### src/rtl/rs_18_16_encoder_pkg.sv
// Shared RS(18,16) definitions over GF(2^8): field constants, generator taps,
// encoder state encoding and constant-coefficient field multiply.
package rs_18_16_pkg;

  localparam int SYMBOL_WIDTH = 8;
  localparam int K            = 16;
  localparam int N            = 18;

  localparam logic [8:0] FIELD_POLY = 9'h11D;
  localparam logic [7:0] G1         = 8'h06;
  localparam logic [7:0] G0         = 8'h08;

  typedef enum logic [1:0] {
    DATA   = 2'd0,
    PAR_HI = 2'd1,
    PAR_LO = 2'd2
  } state_t;

  // With a constant multiplier the loop folds to a fixed XOR network.
  function automatic logic [SYMBOL_WIDTH-1:0] gf_mul_const(
    input logic [SYMBOL_WIDTH-1:0] symbol,
    input logic [SYMBOL_WIDTH-1:0] constant
  );
    logic [SYMBOL_WIDTH-1:0] acc;
    logic [SYMBOL_WIDTH-1:0] pwr;
    acc = '0;
    pwr = symbol;
    for (int i = 0; i < SYMBOL_WIDTH; i++) begin
      if (constant[i]) acc = acc ^ pwr;
      pwr = {pwr[SYMBOL_WIDTH-2:0], 1'b0} ^ (pwr[SYMBOL_WIDTH-1] ? FIELD_POLY[SYMBOL_WIDTH-1:0] : '0);
    end
    return acc;
  endfunction

endpackage

### src/rtl/rs_18_16_encoder_if.sv
// Symbol stream bundle around the encoder: upstream valid/ready input and
// downstream valid/ready output with parity/last markers.
interface rs_18_16_encoder_if;
  import rs_18_16_pkg::*;

  logic                    in_valid;
  logic                    in_ready;
  logic [SYMBOL_WIDTH-1:0] in_symbol;
  logic                    out_valid;
  logic                    out_ready;
  logic [SYMBOL_WIDTH-1:0] out_symbol;
  logic                    out_parity;
  logic                    out_last;

  modport slave (
    input  in_valid, in_symbol, out_ready,
    output in_ready, out_valid, out_symbol, out_parity, out_last
  );

  modport master (
    output in_valid, in_symbol, out_ready,
    input  in_ready, out_valid, out_symbol, out_parity, out_last
  );

endinterface

### src/rtl/rs_18_16_lfsr.sv
// Two-register parity LFSR dividing the message by g(x) = x^2 + G1*x + G0.
module rs_18_16_lfsr
  import rs_18_16_pkg::*;
(
  input  logic                    clk,
  input  logic                    rst,
  input  logic                    shift,
  input  logic                    clear,
  input  logic [SYMBOL_WIDTH-1:0] d,
  output logic [SYMBOL_WIDTH-1:0] r1,
  output logic [SYMBOL_WIDTH-1:0] r0
);

  logic [SYMBOL_WIDTH-1:0] fb;

  assign fb = d ^ r1;

  always_ff @(posedge clk) begin
    if (rst || clear) begin
      r1 <= '0;
      r0 <= '0;
    end else if (shift) begin
      r1 <= r0 ^ gf_mul_const(fb, G1);
      r0 <= gf_mul_const(fb, G0);
    end
  end

endmodule

### src/rtl/rs_18_16_encoder.sv
// Streaming systematic RS(18,16) encoder: 16 data symbols pass through,
// followed by the two LFSR parity symbols, behind a single output register.
module rs_18_16_encoder
  import rs_18_16_pkg::*;
(
  input  logic               clk,
  input  logic               rst,
  rs_18_16_encoder_if.slave  bus
);

  state_t                  state, state_nxt;
  logic [3:0]              cnt, cnt_nxt;
  logic                    slot_free;
  logic                    load;
  logic                    shift;
  logic                    clear;
  logic [SYMBOL_WIDTH-1:0] r1, r0;
  logic [SYMBOL_WIDTH-1:0] sym_nxt;
  logic                    par_nxt, last_nxt;
  logic                    vld_p1;
  logic [SYMBOL_WIDTH-1:0] sym_p1;
  logic                    par_p1, last_p1;

  assign slot_free = !vld_p1 || bus.out_ready;

  rs_18_16_lfsr u_lfsr (
    .clk   (clk),
    .rst   (rst),
    .shift (shift),
    .clear (clear),
    .d     (bus.in_symbol),
    .r1    (r1),
    .r0    (r0)
  );

  always_ff @(posedge clk) begin
    if (rst) begin
      state <= DATA;
      cnt   <= '0;
    end else begin
      state <= state_nxt;
      cnt   <= cnt_nxt;
    end
  end

  always_comb begin
    state_nxt    = state;
    cnt_nxt      = cnt;
    load         = 1'b0;
    shift        = 1'b0;
    clear        = 1'b0;
    sym_nxt      = sym_p1;
    par_nxt      = par_p1;
    last_nxt     = last_p1;
    bus.in_ready = 1'b0;
    unique case (state)
      DATA: begin
        bus.in_ready = slot_free;
        if (bus.in_valid && slot_free) begin
          load     = 1'b1;
          shift    = 1'b1;
          sym_nxt  = bus.in_symbol;
          par_nxt  = 1'b0;
          last_nxt = 1'b0;
          cnt_nxt  = cnt + 4'd1;
          if (cnt == 4'(K - 1)) state_nxt = PAR_HI;
        end
      end
      PAR_HI: begin
        if (slot_free) begin
          load      = 1'b1;
          sym_nxt   = r1;
          par_nxt   = 1'b1;
          last_nxt  = 1'b0;
          state_nxt = PAR_LO;
        end
      end
      PAR_LO: begin
        // Clearing here lets the next block's first symbol shift into a clean LFSR.
        if (slot_free) begin
          load      = 1'b1;
          clear     = 1'b1;
          sym_nxt   = r0;
          par_nxt   = 1'b1;
          last_nxt  = 1'b1;
          state_nxt = DATA;
        end
      end
      default: state_nxt = DATA;
    endcase
  end

  // Output stage p1
  always_ff @(posedge clk) begin
    if (rst) begin
      vld_p1  <= 1'b0;
      sym_p1  <= '0;
      par_p1  <= 1'b0;
      last_p1 <= 1'b0;
    end else if (load) begin
      vld_p1  <= 1'b1;
      sym_p1  <= sym_nxt;
      par_p1  <= par_nxt;
      last_p1 <= last_nxt;
    end else if (bus.out_ready) begin
      vld_p1  <= 1'b0;
    end
  end

  assign bus.out_valid  = vld_p1;
  assign bus.out_symbol = sym_p1;
  assign bus.out_parity = par_p1;
  assign bus.out_last   = last_p1;

endmodule

### src/flat_wrapper.sv
// flat-port wrapper written by rule: the top's interface ports become plain ports
module rs_18_16_encoder_flat import rs_18_16_pkg::*;
  (clk, rst, bus_in_valid, bus_in_symbol, bus_out_ready, bus_in_ready, bus_out_valid, bus_out_symbol, bus_out_parity, bus_out_last);
  rs_18_16_encoder_if bus_i ();
  input  logic clk;
  input  logic rst;
  input wire logic [$bits(bus_i.in_valid)-1:0] bus_in_valid;
  input wire logic [$bits(bus_i.in_symbol)-1:0] bus_in_symbol;
  input wire logic [$bits(bus_i.out_ready)-1:0] bus_out_ready;
  output wire logic [$bits(bus_i.in_ready)-1:0] bus_in_ready;
  output wire logic [$bits(bus_i.out_valid)-1:0] bus_out_valid;
  output wire logic [$bits(bus_i.out_symbol)-1:0] bus_out_symbol;
  output wire logic [$bits(bus_i.out_parity)-1:0] bus_out_parity;
  output wire logic [$bits(bus_i.out_last)-1:0] bus_out_last;
  assign bus_i.in_valid = bus_in_valid;
  assign bus_i.in_symbol = bus_in_symbol;
  assign bus_i.out_ready = bus_out_ready;
  assign bus_in_ready = bus_i.in_ready;
  assign bus_out_valid = bus_i.out_valid;
  assign bus_out_symbol = bus_i.out_symbol;
  assign bus_out_parity = bus_i.out_parity;
  assign bus_out_last = bus_i.out_last;
  rs_18_16_encoder u_core (.clk(clk), .rst(rst), .bus(bus_i));
endmodule
### config.mk
export PLATFORM = sky130hd
export DESIGN_NAME = rs_18_16_encoder_flat
export DESIGN_NICKNAME = d
export VERILOG_FILES = /design/src/rtl/rs_18_16_encoder_pkg.sv /design/src/rtl/rs_18_16_encoder_if.sv /design/src/rtl/rs_18_16_lfsr.sv /design/src/rtl/rs_18_16_encoder.sv /design/src/flat_wrapper.sv
export SDC_FILE = /design/constraint.sdc
export NUM_CORES = 1
export LEC_CHECK = 0
export CORE_MARGIN = 2
export CORE_UTILIZATION = 40
export DETAILED_ROUTE_END_ITERATION = 10
export DONT_BUFFER_PORTS = 1
export PLACE_DENSITY = 0.6
export SLEW_MARGIN = 10
export SYNTH_ARGS = -nofsm -noshare
export SYNTH_HDL_FRONTEND = slang
export SYNTH_SLANG_ARGS = --single-unit
### constraint.sdc
create_clock -name clk -period 5.15 [get_ports clk]
set_input_delay 0.515 -clock clk [delete_from_list [all_inputs] [get_ports clk]]
set_output_delay 0.515 -clock clk [all_outputs]
set_load 0.02 [all_outputs]
==> results of run 1 <==
==> layout make-up <==
class                   instances  area (um^2)
fillers                       467         2670
multi-input cells             152         1210
flip-flops and latches         33          661
well taps                      67         83.8
clock buffers                   8         80.1
inverters                       3         11.3
repair buffers                  1         7.51
==> per-stage QoR <==
step | utilization | instance area [um^2] | std cells | hold WS, ns | power, mW
final | 0.434 | 2050 | 264 | 0.295 | 0.901
after global routing | 0.434 | 2050 | 264 | 0.281 | 0.959
after CTS | 0.434 | 2050 | 264 | 0.284 | 0.908
after detailed placement | 0.417 | 1970 | 256 | 0.458 | 0.717
after global placement | 0.417 | 1970 | 256 | 0.452 | 0.719
after floorplan | - | 1960 | 201 | 0.446 | 0.676
==> routing by layer <==
metal	share of wire	vias up	GRT usage	wire, um
li1	-	692	-	-
met1	0.46	652	0.206	1810
met2	0.48	35	0.254	1870
met3	0.047	7	0.0474	183
met4	0.015	0	0.0545	59
met5	0	-	0	0
==> placed cells by master (no fill, tap or decap), types with 4 or more instances in the layout <==
| cell | count |
|---|---|
| dfxtp_1 | 33 |
| nor2_1 | 32 |
| a21oi_1 | 18 |
| xnor2_1 | 12 |
| nand2_1 | 12 |
| mux2i_1 | 11 |
| a22oi_1 | 8 |
| a211oi_1 | 8 |
| xnor3_1 | 7 |
| ha_1 | 7 |
| nand2b_1 | 5 |
| xor2_1 | 5 |
| clkbuf_8 | 5 |
| nand3_1 | 4 |
==> worst min path at each step <==
| stage | start | to | slack [ns] | cells past startpoint |
|---|---|---|---|---|
| floorplan | u_core.cnt[1] | u_core.cnt[1] | 0.45 | 2 |
| global placement | u_core.cnt[1] | u_core.cnt[1] | 0.45 | 2 |
| detailed placement | u_core.cnt[1] | u_core.cnt[1] | 0.46 | 2 |
| CTS | rst | u_core.bus.out_symbol[5] | 0.28 | 1 |
| global route | rst | u_core.bus.out_symbol[0] | 0.28 | 1 |
| finish | rst | u_core.bus.out_symbol[3] | 0.29 | 1 |
==> registers in the layout, summed over array words and instances, names as in the netlist <==
| name | cells |
|---|---|
| u_core.u_lfsr.r0 | 8 |
| u_core.u_lfsr.r1 | 8 |
| u_core.cnt | 4 |
| u_core.bus.out_symbol | 8 |
| u_core.bus.out_valid | 1 |
| u_core.state | 2 |
| u_core.bus.out_last | 1 |
| u_core.bus.out_parity | 1 |
==> cells in the mapped netlist (2+ instances only) <==
cell type and count:
dfxtp_1 33, nor2_1 32, a21oi_1 18, nand2_1 12
xnor2_1 12, mux2i_1 11, a211oi_1 8, a22oi_1 8
ha_1 7, xnor3_1 7, clkbuf_1 6, nand2b_1 5
xor2_1 5, nand3_1 4, buf_2 3, inv_1 3
nand4_1 3, xor3_1 3, a221oi_1 2, and3_1 2
buf_6 2, nor2b_1 2, xnor2_2 2
==> power breakdown <==
| part | internal, mW | total, mW | switching, mW |
|---|---|---|---|
| Combinational | 0.232 | 0.365 | 0.132 |
| Sequential | 0.298 | 0.350 | 0.0524 |
| Clock | 0.0959 | 0.186 | 0.0899 |
| Total | 0.626 | 0.901 | 0.275 |
==> worst register-to-register path, stage by stage, from the launching register on <==
cell     delay, ns
dfxtp_1       0.40
inv_1         0.11
ha_1          0.62
a21oi_1       0.15
nor4_2        0.18
buf_4         0.26
mux2i_1       0.20
nor2_1        0.05
==> logic make-up after synthesis <==
family	synth area share
simple gates	0.143
mux	0.0561
compound gates	0.131
flops	0.337
fa+ha+maj	0.0446
xor+xnor	0.237
buf+inv	0.0510
==> impl_metrics.yaml, run 1 <==
route:
  drt_iter0_drc: 62
  drc: 0
  post_drt_wl_per_cell_um: 14.9
  finalWirelength_um: 3920
  route.vias.total: 1386
  ant_nets: 0
  vias_per_cell: 5.25
  first_pass_iters: 5
floorplan:
  die_w_um: 74.0
  row_count: 25
  io_pins: 24
  die_area_um2: 5480
  core_area_um2: 4720
  die_h_um: 74.0
  start_util: 0.415
synthesis:
  syn_area_um2: 1960
  synth_cell_types: 34
  async_flop_share: 0
  synth-main-ff-cell: "dfxtp_1"
  postSynthAreaPerCell_um2: 9.76
  synth.top_cell.area_share: 0.337
  ys_warn_count: 0
  synthesis.nets: 220
  yosys.area.top_type: "dfxtp_1"
  synth_edf_count: 0
  seq_area_frac_synth: 0.337
  synth_seq_cells: 33
  syn_inst: 201
  synthTopCellsByArea: "dfxtp_1 34%, xnor3_1 8.0%, nor2_1 6.1%, mux2i_1 5.6%, xnor2_1 5.4%"
status:
  outcome: "complete, no violations"
setup_path:
  required_ns: 5.33
  crit_type: "flip-flop to flip-flop"
  crit_chain: "inv_1 -> ha_1 -> a21oi_1 -> nor4_2 -> buf_4 -> mux2i_1 -> nor2_1"
  reg2reg_slack_ns: 3.06
  cp_top_family: "adder cells"
  worstSetupStartpointType: "flip-flop"
  crit_path_max_incr_delay_ns: 0.62
  end_kind: "flip-flop"
  rr_worst_depth: 7
  timing.rr.end: "u_core.bus.out_symbol[4]"
  slowest_stage: "ha_1"
  endpoint: "u_core.bus.out_symbol[4]"
  worst-path-buf-inv: 2
  startpoint: "u_core.state[1]"
  cp.depth: 7
  cp.arrival_ns: 2.27
  crit_fanout: 18
  r2r_start: "u_core.state[1]"
timing:
  timing.final.ws_setup_ns: 3.06
  tightest_slew_ns: 0.913
  fmax_ghz: 0.478
  layout_min_cycle_time_ns: 2.09
  fin_skew_ns: 0.00323
  tns_ns: 0
  maxSlewHeadroom: 0.391
  hold_viol_final: 0
  rsz0062_at_grt: "no"
  finalMaxSlewViolations: 0
  setup_violations: 0
  period_share: 0.406
clock_tree:
  root_buffer: "clkbuf_8"
  cts_tree: "built"
  clockBufferDepth: 2
  clk_pin_slew_ns: 0.06
  cts_resized: 0
  clk-insertion-delay-late_ns: 0.28
  clkSinkCount: 33
  cts_hold_buffers: 0
  cts_buffers: 5
  post_cts_buffers: 0
  htree_levels: 2
placed_design:
  dpl_worst_slack_ns: 3.06
  gp_congestion: 0.735
  place_hpwl_um: 2820
  portBuffers: 0
power_and_ir_drop:
  p_leak_nw: 0.811
  vdd_drop_max_uv: 294
  p_per_area_nw_per_um2: 439
hold_path:
  hold_class: "input pin to flip-flop"
layout:
  area_growth_pct: 4.53
  drive_above_1_share: 0.0609
  antennaDiodeCount: 0
  nets: 215
global_routing:
  grt_max_degree: 27
  grt_usage: 0.159
  antenna_found_initial: 0
  grt_pass1_vias: 1343
  grt_pass1_wl_um: 6520
  grt_overflow: 0
flow_run:
  maxCapViolations: 0
Note: power is estimated with default switching activity, not from simulation.
==> run 2, diff against run 1 <==
- clock period: 5.15 -> 2 ns (I/O delays scaled with it)
==> run 2 against run 1 <==
Worst hold slack lost 0.16 ns. Fmax increased by 14%. Utilization is 1.5 points higher. Count of clock-buffer cells in the layout fell by 3. Cell count is 3.0% higher. Critical endpoint is now u_core.state[1]. Global-route usage hardly changed. Via count shrank 2.7%. Die area is the same.
==> impl_metrics.yaml, run 2 (same netlist as run 1, synthesis figures left out) <==
global_routing:
  grt_pass1_vias: 1304
  grt_max_degree: 27
  grt_pass1_wl_um: 6530
  grt_usage: 0.159
  antenna_found_initial: 0
  grt_overflow: 0
setup_path:
  required_ns: 2.13
  crit_path_max_incr_delay_ns: 0.38
  slowest_stage: "dfxtp_1"
  r2r_start: "u_core.state[0]"
  reg2reg_slack_ns: 0.16
  crit_fanout: 4
  timing.rr.end: "u_core.state[1]"
  cp.arrival_ns: 1.97
  crit_type: "flip-flop to flip-flop"
  end_kind: "flip-flop"
  crit_chain: "inv_1 -> ha_1 -> or3_1 -> a221oi_1 -> mux2i_1 -> nor2_1"
  worstSetupStartpointType: "flip-flop"
  startpoint: "u_core.state[0]"
  rr_worst_depth: 6
  endpoint: "u_core.state[1]"
floorplan:
  die_area_um2: 5480
  die_w_um: 74.0
  row_count: 25
  die_h_um: 74.0
  io_pins: 24
  core_area_um2: 4720
  start_util: 0.415
route:
  vias_per_cell: 4.96
  drc: 0
  drt_iter0_drc: 78
  first_pass_iters: 4
  finalWirelength_um: 3900
  ant_nets: 0
  post_drt_wl_per_cell_um: 14.3
  route.vias.total: 1349
power_and_ir_drop:
  vdd_drop_max_uv: 641
  p_per_area_nw_per_um2: 1090
  p_leak_nw: 0.860
clock_tree:
  root_buffer: "clkbuf_8"
  cts_tree: "built"
  cts_resized: 0
  htree_levels: 2
  clk_pin_slew_ns: 0.07
  cts_hold_buffers: 1
  post_cts_buffers: 0
  clockBufferDepth: 2
  cts_buffers: 5
  clk-insertion-delay-late_ns: 0.28
  clkSinkCount: 33
timing:
  period_share: 0.918
  tns_ns: 0
  rsz0062_at_grt: "no"
  tightest_slew_ns: 0.681
  hold-worst-slack_ns: 0.138
  layout_min_cycle_time_ns: 1.84
  maxSlewHeadroom: 0.544
  fmax_ghz: 0.544
  hold_viol_final: 0
  finalMaxSlewViolations: 0
  setup_violations: 0
  fin_skew_ns: 0.00832
layout:
  nets: 225
  final_common_cell: "dfxtp_1"
  antennaDiodeCount: 0
  final_cell_mix: "33 x dfxtp_1, 32 x nor2_1, 18 x a21oi_1"
  drive_above_1_share: 0.107
  area_growth_pct: 8.16
  post-route-cell-area_um2: 2120
placed_design:
  place_area_um2: 2040
  place_hpwl_um: 2800
  portBuffers: 0
  gp_congestion: 0.833
status:
  outcome: "complete, no violations"
flow_run:
  maxCapViolations: 0
hold_path:
  hold_class: "input pin to flip-flop"
-- run 2: cell count changes in the layout (fill, tap and decap cells not counted), sizes merged --
cell	delta
buf	+9
dlygate4sd3	+1
clkbuf	-3
clkinv	+1
-- run 2: layer usage --
metal,vias to the layer above,GRT usage,share of wire
li1,711,-,-
met1,607,0.217,0.47
met2,22,0.243,0.47
met3,9,0.0393,0.041
met4,0,0.0606,0.018
met5,-,0,0
-- run 2: layout make-up --
cell class              instances  area, um^2
well taps                      67        83.8
inverters                       3        11.3
fillers                       456        2600
clock inverters                 1        5.00
flip-flops and latches         33         661
repair buffers                 11        85.1
clock buffers                   5        68.8
multi-input cells             152        1210
-- run 2: worst max-delay path: cells and delay by family (launching register included) --
family | cells | cell delay (ns)
buffers and inverters | 1 | 0.11
AO/OA/AOI/OAI | 1 | 0.34
multiplexers | 1 | 0.22
flip-flops | 1 | 0.38
AND/OR/NAND/NOR | 2 | 0.42
adder cells (fa/ha/maj) | 1 | 0.23
-- run 2: worst min path at each step --
| stage | slack [ns] | end | cells past startpoint | start |
|---|---|---|---|---|
| after floorplan | 0.41 | u_core.cnt[1] | 2 | rst |
| after global placement | 0.27 | u_core.cnt[1] | 1 | rst |
| after detailed placement | 0.28 | u_core.cnt[1] | 1 | rst |
| after CTS | 0.13 | u_core.u_lfsr.r1[2] | 3 | rst |
| after global routing | 0.16 | u_core.u_lfsr.r1[2] | 3 | rst |
| final | 0.14 | u_core.u_lfsr.r1[2] | 3 | rst |
-- run 2: metrics by stage --
stage	worst slack, ns	std cells	util	total power [mW]
floorplan	0.170	201	-	1.74
global placement	0.219	265	0.432	1.88
detailed placement	0.181	265	0.432	1.88
CTS	0.147	272	0.449	2.34
global route	0.0122	272	0.449	2.47
finish	0.163	272	0.449	2.32
-- run 2: power by group --
group,internal [mW],switching [mW],leakage [nW]
registers,0.766,0.131,0.271
logic,0.617,0.352,0.549
clock network,0.228,0.222,0.0399
